--- src/rtl/pmp_pkg.sv ---
// Shared types and constants for the sequential PMP checker.
package pmp_pkg;

    // Physical-address width of this configuration.
    localparam int unsigned PA_BITS = 34;

    typedef enum logic [1:0] {
        StIdle,
        StScan,
        StDone
    } pmp_state_e;

    typedef enum logic [1:0] {
        AccNone  = 2'b00,
        AccRead  = 2'b01,
        AccWrite = 2'b10,
        AccExec  = 2'b11
    } pmp_acc_e;

    typedef enum logic [1:0] {
        AddrOff   = 2'b00,
        AddrTor   = 2'b01,
        AddrNa4   = 2'b10,
        AddrNapot = 2'b11
    } pmp_amode_e;

    // True when the R/W/X bit selected by the access type is set in the cfg byte.
    function automatic logic pmp_perm_ok(input logic [7:0] cfg, input logic [1:0] acc);
        case (acc)
            AccRead:  return cfg[0];
            AccWrite: return cfg[1];
            AccExec:  return cfg[2];
            default:  return 1'b0;
        endcase
    endfunction

endpackage

--- src/rtl/pmpadrdec.sv ---
// Single-entry PMP address decoder (TOR / NA4 / NAPOT).
module pmpadrdec
    import pmp_pkg::*;
(
    input  logic [PA_BITS-1:0] addr_i,
    input  logic [PA_BITS-3:0] pmp_adr_i,
    input  logic [1:0]         amode_i,
    input  logic               prev_ge_i,
    output logic               match_o,
    output logic               ge_o
);

    logic [PA_BITS-3:0] word_addr;
    logic [PA_BITS-3:0] adr_plus1;
    logic [PA_BITS-3:0] napot_mask;

    assign word_addr = addr_i[PA_BITS-1:2];
    assign ge_o      = addr_i >= {pmp_adr_i, 2'b00};
    // adr ^ (adr+1) marks the trailing-ones run plus one bit: those bits are "don't care".
    assign adr_plus1  = pmp_adr_i + {{(PA_BITS-3){1'b0}}, 1'b1};
    assign napot_mask = ~(pmp_adr_i ^ adr_plus1);

    // Region match for the selected addressing mode.
    always_comb begin
        match_o = 1'b0;
        case (amode_i)
            AddrTor:   match_o = prev_ge_i & ~ge_o;
            AddrNa4:   match_o = (word_addr == pmp_adr_i);
            AddrNapot: match_o = ((word_addr ^ pmp_adr_i) & napot_mask) == '0;
            default:   match_o = 1'b0;
        endcase
    end

endmodule

--- config.mk ---
export PLATFORM = sky130hd
export DESIGN_NAME = pmpadrdec
export DESIGN_NICKNAME = d
export VERILOG_FILES = /design/src/rtl/pmp_pkg.sv /design/src/rtl/pmpadrdec.sv
export SDC_FILE = /design/constraint.sdc
export NUM_CORES = 1
export LEC_CHECK = 0
export CORE_ASPECT_RATIO = 0.8
export CORE_UTILIZATION = 41
export DETAILED_ROUTE_END_ITERATION = 10
export PLACE_DENSITY = 0.84
export SYNTH_ARGS = -nofsm -noshare
export SYNTH_HDL_FRONTEND = slang
export SYNTH_SLANG_ARGS = --single-unit
--- constraint.sdc ---
create_clock -name vclk -period 3.1
set_input_delay 0.62 -clock vclk [all_inputs]
set_output_delay 0.62 -clock vclk [all_outputs]
set_load 0.005 [all_outputs]
==> results of run 1 <==
-- cells in the mapped netlist, drive strengths merged, types with 4 or more instances --
library cell	n
a21oi	20
a31oi	9
and3	4
and4	7
ha	33
inv	35
nand2	9
nand3	11
nand4	8
nor2	11
nor3	7
nor4	6
o21ai	5
-- per-stage QoR --
stage,hold WS (ns),setup TNS [ns]
global placement,2.31,-1.44
detailed placement,2.32,-1.55
floorplan,1.34,0
-- cells by family after synthesis --
logic type | after synthesis | synth area share
simple gates | 66 | 0.305
compound gates | 52 | 0.261
buf+inv | 35 | 0.103
fa+ha+maj | 33 | 0.324
xor+xnor | 1 | 0.00687
==> results_dict.tcl, run 1 <==
set metrics [dict create \
    synth_largest_area_cell "ha_1" \
    place_congestion 0.985 \
    netlist.area_leader.share 0.324 \
    ys_types 32 \
    dieWidth_um 64.3 \
    synth.area.top_cells "ha_1, inv_1, a21oi_1" \
    status "stopped before the end" \
    firstError "[ERROR DPL-0038] Utilization greater than 100%, impossible to legalize" \
    stop_stage "clock tree synthesis (4_1_cts)" \
    numPortBuffers 71 \
    ios 71 \
    synthesis.nets 289 \
    num_rows 17 \
    start_util 0.447 \
    ys_seq_area_frac 0 \
    placement.cell_area_um2 2480 \
    pre_cts_ws_ns -0.850 \
    chipHeight_um 51.9 \
    holdBufCountCts 0 \
    yosysWarnings 0 \
    syn_area_per_cell_um2 6.82 \
    place_inst 355 \
    cts_resized 160 \
    dp_hpwl_mm 4.45 \
    syn-cell-area_um2 1270 \
    synthesis.instances 187 \
    post_cts_buffers 9 \
]
==> run 2, diff against run 1 <==
Settings changed: CORE_ASPECT_RATIO 0.8 to default, CORE_UTILIZATION 41 to 35, PLACE_DENSITY 0.84 to default, PLACE_DENSITY_LB_ADDON from default to 0.15.
==> results_dict.tcl, run 2 <==
set metrics [dict create \
    hp-class "primary input to primary output" \
    holdBufCountCts 0 \
    cp.required_ns 2.48 \
    routed_wl_mm 6.54 \
    synth_largest_area_cell "ha_1" \
    drc_errors 0 \
    ys_types 32 \
    numPortBuffers 71 \
    finalCritPeriodShare 1.03 \
    final_cell_mix "buf_4, dlygate4sd2_1, ha_4, inv_1, inv_2" \
    crit_path_end_kind "primary output" \
    syn_area_per_cell_um2 6.82 \
    drt_pass1_iterations 4 \
    yosysWarnings 0 \
    finalCriticalPeriod_ns 3.18 \
    setup_violations 1 \
    finalNonFillerCells 381 \
    critPathLaunchType "primary input" \
    wire_per_inst_um 17.2 \
    min_delay_path_depth 6 \
    final_common_cell "buf_4" \
    syn-cell-area_um2 1270 \
    violations "setup timing" \
    power_density_nw_per_um2 145 \
    internal_power_w 0.000250 \
    peakVddDrop_v 0.0000969 \
    crit_fanout 2 \
    p_sw_w 0.000199 \
    final_max_slew_viol_count 0 \
    vias 2135 \
    synthesis.nets 289 \
    seqCellArea_um2 0 \
    drv_cap 0 \
    utilization 0.908 \
    detail-route-antenna-nets 0 \
    min_from "pmp_adr_i[23]" \
    fin_setup_tns_ns -0.0834 \
    fin_ws_ns -0.0834 \
    chipHeight_um 62.4 \
    status "finished with violations" \
    pwr-share-comb 1.000 \
    grt_max_degree 5 \
    grt_pass1_wl_mm 9.40 \
    place_inst 370 \
    grt_pass1_vias 2138 \
    coreArea_um2 3420 \
    worstPathArrival_ns 2.56 \
    path_class "primary input to primary output" \
    leakagePower_nw 1.48 \
    p_clk_frac 0 \
    dieWidth_um 62.4 \
    seq_cell_count 0 \
    synth_most_common_cell "inv_1" \
    slew_headroom 0.728 \
    num_rows 21 \
    switching_share 0.444 \
    dp_hpwl_mm 4.05 \
    ys_seq_area_frac 0 \
    hold_viol_final 0 \
    rsz0062_at_grt "yes" \
    ys_top_cells_by_count "inv_1, ha_1, a21oi_1, nand3_1, nor2_1" \
    pre_cts_ws_ns -1.02 \
    ios 71 \
    worst_pin_slew_ns 0.403 \
    antennaDiodeCount 0 \
    layout-drive-gt1-share 0.528 \
    num-nets-final 439 \
    start_util 0.373 \
    antenna_found_initial 0 \
    syn2layout_area_growth_pct 143 \
    seqPwrFrac 0 \
    synthesis.instances 187 \
    min_to "match_o" \
    place_congestion 0.912 \
    grtUsageTotal 0.293 \
    clkbuf_count 0 \
    floorplan.die_area_um2 3890 \
    netlist.area_leader.share 0.324 \
    synth.area.top_cells "ha_1, inv_1, a21oi_1" \
    grt.overflow.total 0 \
    first_iter_violations 115 \
    vias_per_cell 5.60 \
    max_freq_ghz 0.314 \
]
run 2: cell counts after synthesis:
No cell type changed its count.
run 2: worst max-delay path, cell delays in order:
cell      delay (ns)
buf_6           0.07
nand4_1         0.14
buf_4           0.18
nor4_4          0.24
buf_4           0.17
a21oi_2         0.04
or4_1           0.51
nor4_2          0.17
nand4_1         0.14
o311ai_2        0.12
buf_2           0.17
run 2: area by class of cell:
type | instances | area [µm²]
Multi-Input combinational cell | 152 | 1670
Inverter | 35 | 131
Fill cell | 149 | 315
Tap cell | 46 | 57.6
Timing Repair Buffer | 148 | 1240
run 2: metrics by stage:
step                      total power [W]  hold WS [ns]  area (µm²)
after floorplan                  0.000121          1.34        1270
after global placement           0.000336          2.31        2540
after detailed placement         0.000339          2.31        2540
after CTS                        0.000389          2.00        2920
after global routing             0.000483          1.95        3100
final                            0.000449          1.90        3100
run 2: power groups by stage:
stage	sequential, W	clock [W]	combinational (W)
4_1_cts	0	0	0.000389
3_3_place_gp	0	0	0.000336
3_5_place_dp	0	0	0.000339
5_1_grt	0	0	0.000483
2_1_floorplan	0	0	0.000121
6_report	0	0	0.000449
run 2: layer usage:
layer | wire, µm | vias to the layer above | GRT usage
met5 | 0 | - | 0
met4 | 170 | 0 | 0.0640
met3 | 367 | 18 | 0.0165
met2 | 3440 | 98 | 0.558
met1 | 2560 | 1007 | 0.356
li1 | - | 1012 | -
run 2: worst max path at each step:
stage / to / start / cells past startpoint / slack, ns
after floorplan: match_o / pmp_adr_i[0] / 8 / 0.31
after global routing: match_o / pmp_adr_i[4] / 11 / -0.18
after detailed placement: match_o / pmp_adr_i[1] / 10 / -1.02
final: match_o / pmp_adr_i[12] / 11 / -0.08
after global placement: match_o / pmp_adr_i[1] / 10 / -0.94
after CTS: match_o / pmp_adr_i[1] / 10 / -0.03
run 2: timing repair:
item,4_1_cts,5_1_grt
endpoints found under the setup margin,2,2
hold endpoints to repair,0,0
gates resized for setup,179,56
setup buffers,9,2
pin swaps,52,24
run 2: cells by family after synthesis:
logic type                 after synthesis  synth area share
xor gates and xnor gates                 1           0.00687
buffers and inverters                   35             0.103
and+or+nand+nor                         66             0.305
adders and majority gates               33             0.324
AOI/OAI and AO/OA                       52             0.261
Note: power is estimated with default switching activity, not from simulation.
==> run 3, diff against run 2 <==
Settings changed: ABC_CLOCK_PERIOD_IN_PS from default to 3900, CORE_AREA from default to 2 2 63 65, CORE_UTILIZATION 35 to default, DIE_AREA from default to 0 0 65 67.
Clock period 3.1 ns to 3.9 ns, I/O delays scaled along.
==> results_dict.tcl, run 3 (synthesized netlist as in run 2, its figures left out) <==
set metrics [dict create \
    status "completed" \
    antennaDiodeCount 0 \
    fin_ws_ns 0.0622 \
    drc_errors 0 \
    routed_wl_mm 4.77 \
    seq_cell_count 0 \
    hold_viol_final 0 \
    slew_headroom 0.758 \
    finalCritPeriodShare 0.984 \
    start_util 0.354 \
    dp_hpwl_mm 4.10 \
    final_common_cell "clkdlybuf4s50_1" \
    multi_input_area_um2 1260 \
    holdBufCountCts 0 \
    grt_util_met1 0.294 \
    dieWidth_um 65 \
    max_freq_ghz 0.261 \
    drt_pass1_iterations 4 \
    floorplan.die_area_um2 4360 \
    rsz0062_at_grt "yes" \
    postLayoutCellArea_um2 2630 \
    detail-route-antenna-nets 0 \
    crit_path_end_kind "primary output" \
    critPathLaunch "pmp_adr_i[4]" \
    worst_pin_slew_ns 0.360 \
    setup_violations 0 \
    path_class "primary input to primary output" \
    final_cell_mix "clkdlybuf4s50_1, buf_4, inv_1, ha_1, a21oi_1" \
    gr-usage-met2 0.376 \
    busiest_layer "met2" \
    grt_max_degree 6 \
    numPortBuffers 71 \
    drv_cap 0 \
    peakVddDrop_v 0.0000541 \
    holdWs_ns 2.27 \
    final.fill_count 297 \
    antenna_found_initial 0 \
    grt.overflow.total 0 \
    cp_slowest_cell "or4_1" \
    hp-class "primary input to primary output" \
    seqCellArea_um2 0 \
    placement.cell_area_um2 2490 \
    cp.required_ns 3.12 \
    use_met3 0.00676 \
    finalCriticalPeriod_ns 3.84 \
    ios 71 \
    critPathLaunchType "primary input" \
    leakagePower_nw 1.32 \
    final_max_slew_viol_count 0 \
    clkbuf_count 0 \
    chipHeight_um 67 \
    pre_cts_ws_ns -0.458 \
    coreArea_um2 3610 \
    grtUsageTotal 0.212 \
    grt_pass1_vias 1817 \
    vias_per_cell 5.15 \
    num_rows 22 \
    worstPathArrival_ns 3.06 \
    grt_pass1_wl_mm 7.54 \
    place_congestion 0.895 \
    first_iter_violations 82 \
    layout-drive-gt1-share 0.249 \
    vias 1881 \
    slowest_delay_ns 0.53 \
    crit_end "match_o" \
    power_density_nw_per_um2 107 \
    cp_cell_sequence "clkdlybuf4s50_1, nand4_4, nor4_4, a31oi_1, or4_1, nor4_1, nand4_1, o311ai_1, buf_2" \
    post_cts_buffers 0 \
    syn2layout_area_growth_pct 106 \
    wire_per_inst_um 13.1 \
    num-nets-final 421 \
    crit_fanout 5 \
]
run 3: cell count changes in the layout (fill, tap and decap cells not counted), moves of 24 or more:
cell,before,now
dlygate4sd2_1,29,0
clkdlybuf4s50_1,5,62
ha_1,5,29
ha_4,28,3
run 3: stage by stage:
stage | instances | util | setup TNS [ns] | total power [W]
detailed placement | 365 | 0.690 | -0.526 | 0.000264
floorplan | 187 | - | 0 | 0.0000959
global placement | 365 | 0.690 | -0.447 | 0.000262
global route | 365 | 0.728 | -0.0135 | 0.000308
finish | 365 | 0.728 | 0 | 0.000282
CTS | 365 | 0.701 | 0 | 0.000271
run 3: layout make-up:
cell class                      instances  area share
Timing Repair Buffer                  130       0.445
Inverter                               35      0.0500
Tap cell                               48      0.0229
Multi-Input combinational cell        152       0.482
run 3: worst min path at each step:
stage | from | to | slack (ns) | cells after the start
after floorplan | amode_i[0] | match_o | 1.66 | 1
after global placement | prev_ge_i | match_o | 2.58 | 4
after detailed placement | prev_ge_i | match_o | 2.59 | 4
after CTS | prev_ge_i | match_o | 2.27 | 4
after global routing | prev_ge_i | match_o | 2.32 | 4
final | prev_ge_i | match_o | 2.27 | 4
run 3: repair_timing:
action	in CTS	in global routing
pin swaps	5	12
setup endpoints to repair	2	2
resized for setup	12	20
run 3: critical path, delay by kind of cell:
kind	cells	cell delay, ns
compound gates	2	0.24
simple gates	5	1.34
buf+inv	2	0.68
run 3: power by group:
group / total, W / internal [W] / switching [W] / leakage [nW]
combinational: 0.000282 / 0.000166 / 0.000116 / 1.32
sequential: 0 / 0 / 0 / 0
clock: 0 / 0 / 0 / 0
total: 0.000282 / 0.000166 / 0.000116 / 1.32
run 3: layer usage:
| metal | up-vias | wire length (µm) |
|---|---|---|
| met1 | 830 | 2340 |
| met3 | 6 | 237 |
| li1 | 978 | - |
| met2 | 67 | 2160 |
| met4 | 0 | 36 |
| met5 | - | 0 |
==> run 4, diff against run 3 <==
Settings changed: ABC_AREA from default to 1, CAP_MARGIN from default to 20, CORE_AREA 2 2 63 65 to default, CORE_UTILIZATION from default to 40, DIE_AREA 0 0 65 67 to default.
==> results_dict.tcl, run 4 <==
set metrics [dict create \
    synth.area.top_cells "ha_1, nand2_1, inv_1" \
    multi_input_area_um2 1450 \
    ys_types 22 \
    ys_seq_area_frac 0 \
    slowest_delay_ns 0.50 \
    worst_pin_slew_ns 0.272 \
    status "completed" \
    final_common_cell "nand2_1" \
    syn_area_per_cell_um2 5.13 \
    ios 71 \
    final.fill_count 401 \
    max_freq_ghz 0.271 \
    dieWidth_um 66.9 \
    synth_most_common_cell "nand2_1" \
    grt_pass1_wl_mm 8.25 \
    holdBufCountCts 0 \
    layout-drive-gt1-share 0.0597 \
    crit_family "buffers and inverters" \
    antennaDiodeCount 0 \
    rsz0062_at_grt "no" \
    setup_violations 0 \
    seq_cell_count 0 \
    wire_per_inst_um 11.6 \
    coreArea_um2 4030 \
    chipHeight_um 66.9 \
    ys_top_cells_by_count "nand2_1, inv_1, nor2_1, ha_1, a21oi_1" \
    cp.required_ns 3.12 \
    post_cts_buffers 0 \
    peakVddDrop_v 0.0000506 \
    critPathLaunchType "primary input" \
    floorplan.die_area_um2 4470 \
    worstPathArrival_ns 2.91 \
    vias_per_cell 4.87 \
    grt_max_degree 5 \
    power_density_nw_per_um2 93.8 \
    grtUsageTotal 0.236 \
    synth_largest_area_cell "ha_1" \
    detail-route-antenna-nets 0 \
    leakagePower_nw 1.32 \
    seqCellArea_um2 0 \
    hp-class "primary input to primary output" \
    path_class "primary input to primary output" \
    antenna_found_initial 0 \
    drv_cap 0 \
    synthesis.instances 328 \
    vias 2200 \
    drc_errors 0 \
    netlist.area_leader.share 0.245 \
    synthesis.nets 430 \
    place_congestion 0.885 \
    crit_buf_inv 4 \
    syn-cell-area_um2 1680 \
    first_iter_violations 115 \
    utilization 0.625 \
    finalCriticalPeriod_ns 3.69 \
    drt_pass1_iterations 5 \
    numPortBuffers 71 \
    dp_hpwl_mm 4.61 \
    cp_cell_sequence "clkdlybuf4s50_1, inv_1, ha_1, nand2_1, inv_1, nand3_1, nor3_1, nand4_1, nand3_1, nor2_2, nand2_1, clkdlybuf4s50_1" \
    final_cell_mix "nand2_1, inv_1, clkdlybuf4s50_1, nor2_1, ha_1" \
    num_rows 23 \
    grt_pass1_vias 2022 \
    slew_headroom 0.818 \
    syn2layout_area_growth_pct 49.7 \
    routed_wl_mm 5.22 \
    hold_viol_final 0 \
    fin_setup_tns_ns 0 \
    start_util 0.418 \
    clkbuf_count 0 \
    num-nets-final 506 \
    final_max_slew_viol_count 0 \
    yosysWarnings 0 \
    crit_fanout 3 \
    finalCritPeriodShare 0.946 \
    cp_slowest_cell "clkdlybuf4s50_1" \
    grt.overflow.total 0 \
    crit_path_end_kind "primary output" \
]
run 4: routing by layer:
metal | vias to the layer above | share of wire | GRT usage
li1 | 1181 | - | -
met1 | 955 | 0.48 | 0.323
met2 | 64 | 0.47 | 0.410
met3 | 0 | 0.053 | 0.0154
met4 | 0 | 0 | 0.0293
met5 | - | 0 | 0
run 4: power breakdown:
part / switching [W] / internal (W)
logic: 0.000111 / 0.000125
registers: 0 / 0
clock network: 0 / 0
total: 0.000111 / 0.000125
run 4: repair_timing:
action / 4_1_cts / 5_1_grt
resized for setup: 0 / 12
endpoints found under the hold margin: 0 / 0
endpoints found under the setup margin: 0 / 2
run 4: logic make-up (layout without fill, tap and decap cells):
kind of cell,count (synthesis),after routing,share of synthesized area
compound gates,37,37,0.118
simple gates,187,187,0.475
fa+ha+maj,33,33,0.245
buf+inv,70,144,0.156
xor+xnor,1,1,0.00521
run 4: worst paths after layout:
path	to	from	slack, ns	depth (start not counted)
worst max-delay path	ge_o	pmp_adr_i[3]	0.21	12
worst min-delay path	match_o	pmp_adr_i[1]	2.33	8
run 4: cell type report:
type                            instances  area share
Timing Repair Buffer                   74       0.294
Inverter                               70       0.104
Tap cell                               50      0.0248
Multi-Input combinational cell        258       0.577
run 4: metrics by stage:
stage | std cells | instance area (µm²) | power, W | setup WS (ns) | hold slack (ns)
after floorplan | 328 | 1680 | 0.000116 | 1.33 | 1.71
after global placement | 452 | 2480 | 0.000230 | 0.0542 | 2.63
after detailed placement | 452 | 2480 | 0.000232 | 0.0346 | 2.64
after CTS | 452 | 2480 | 0.000233 | 0.0254 | 2.65
after global routing | 452 | 2520 | 0.000266 | 0.0532 | 2.39
final | 452 | 2520 | 0.000236 | 0.212 | 2.33
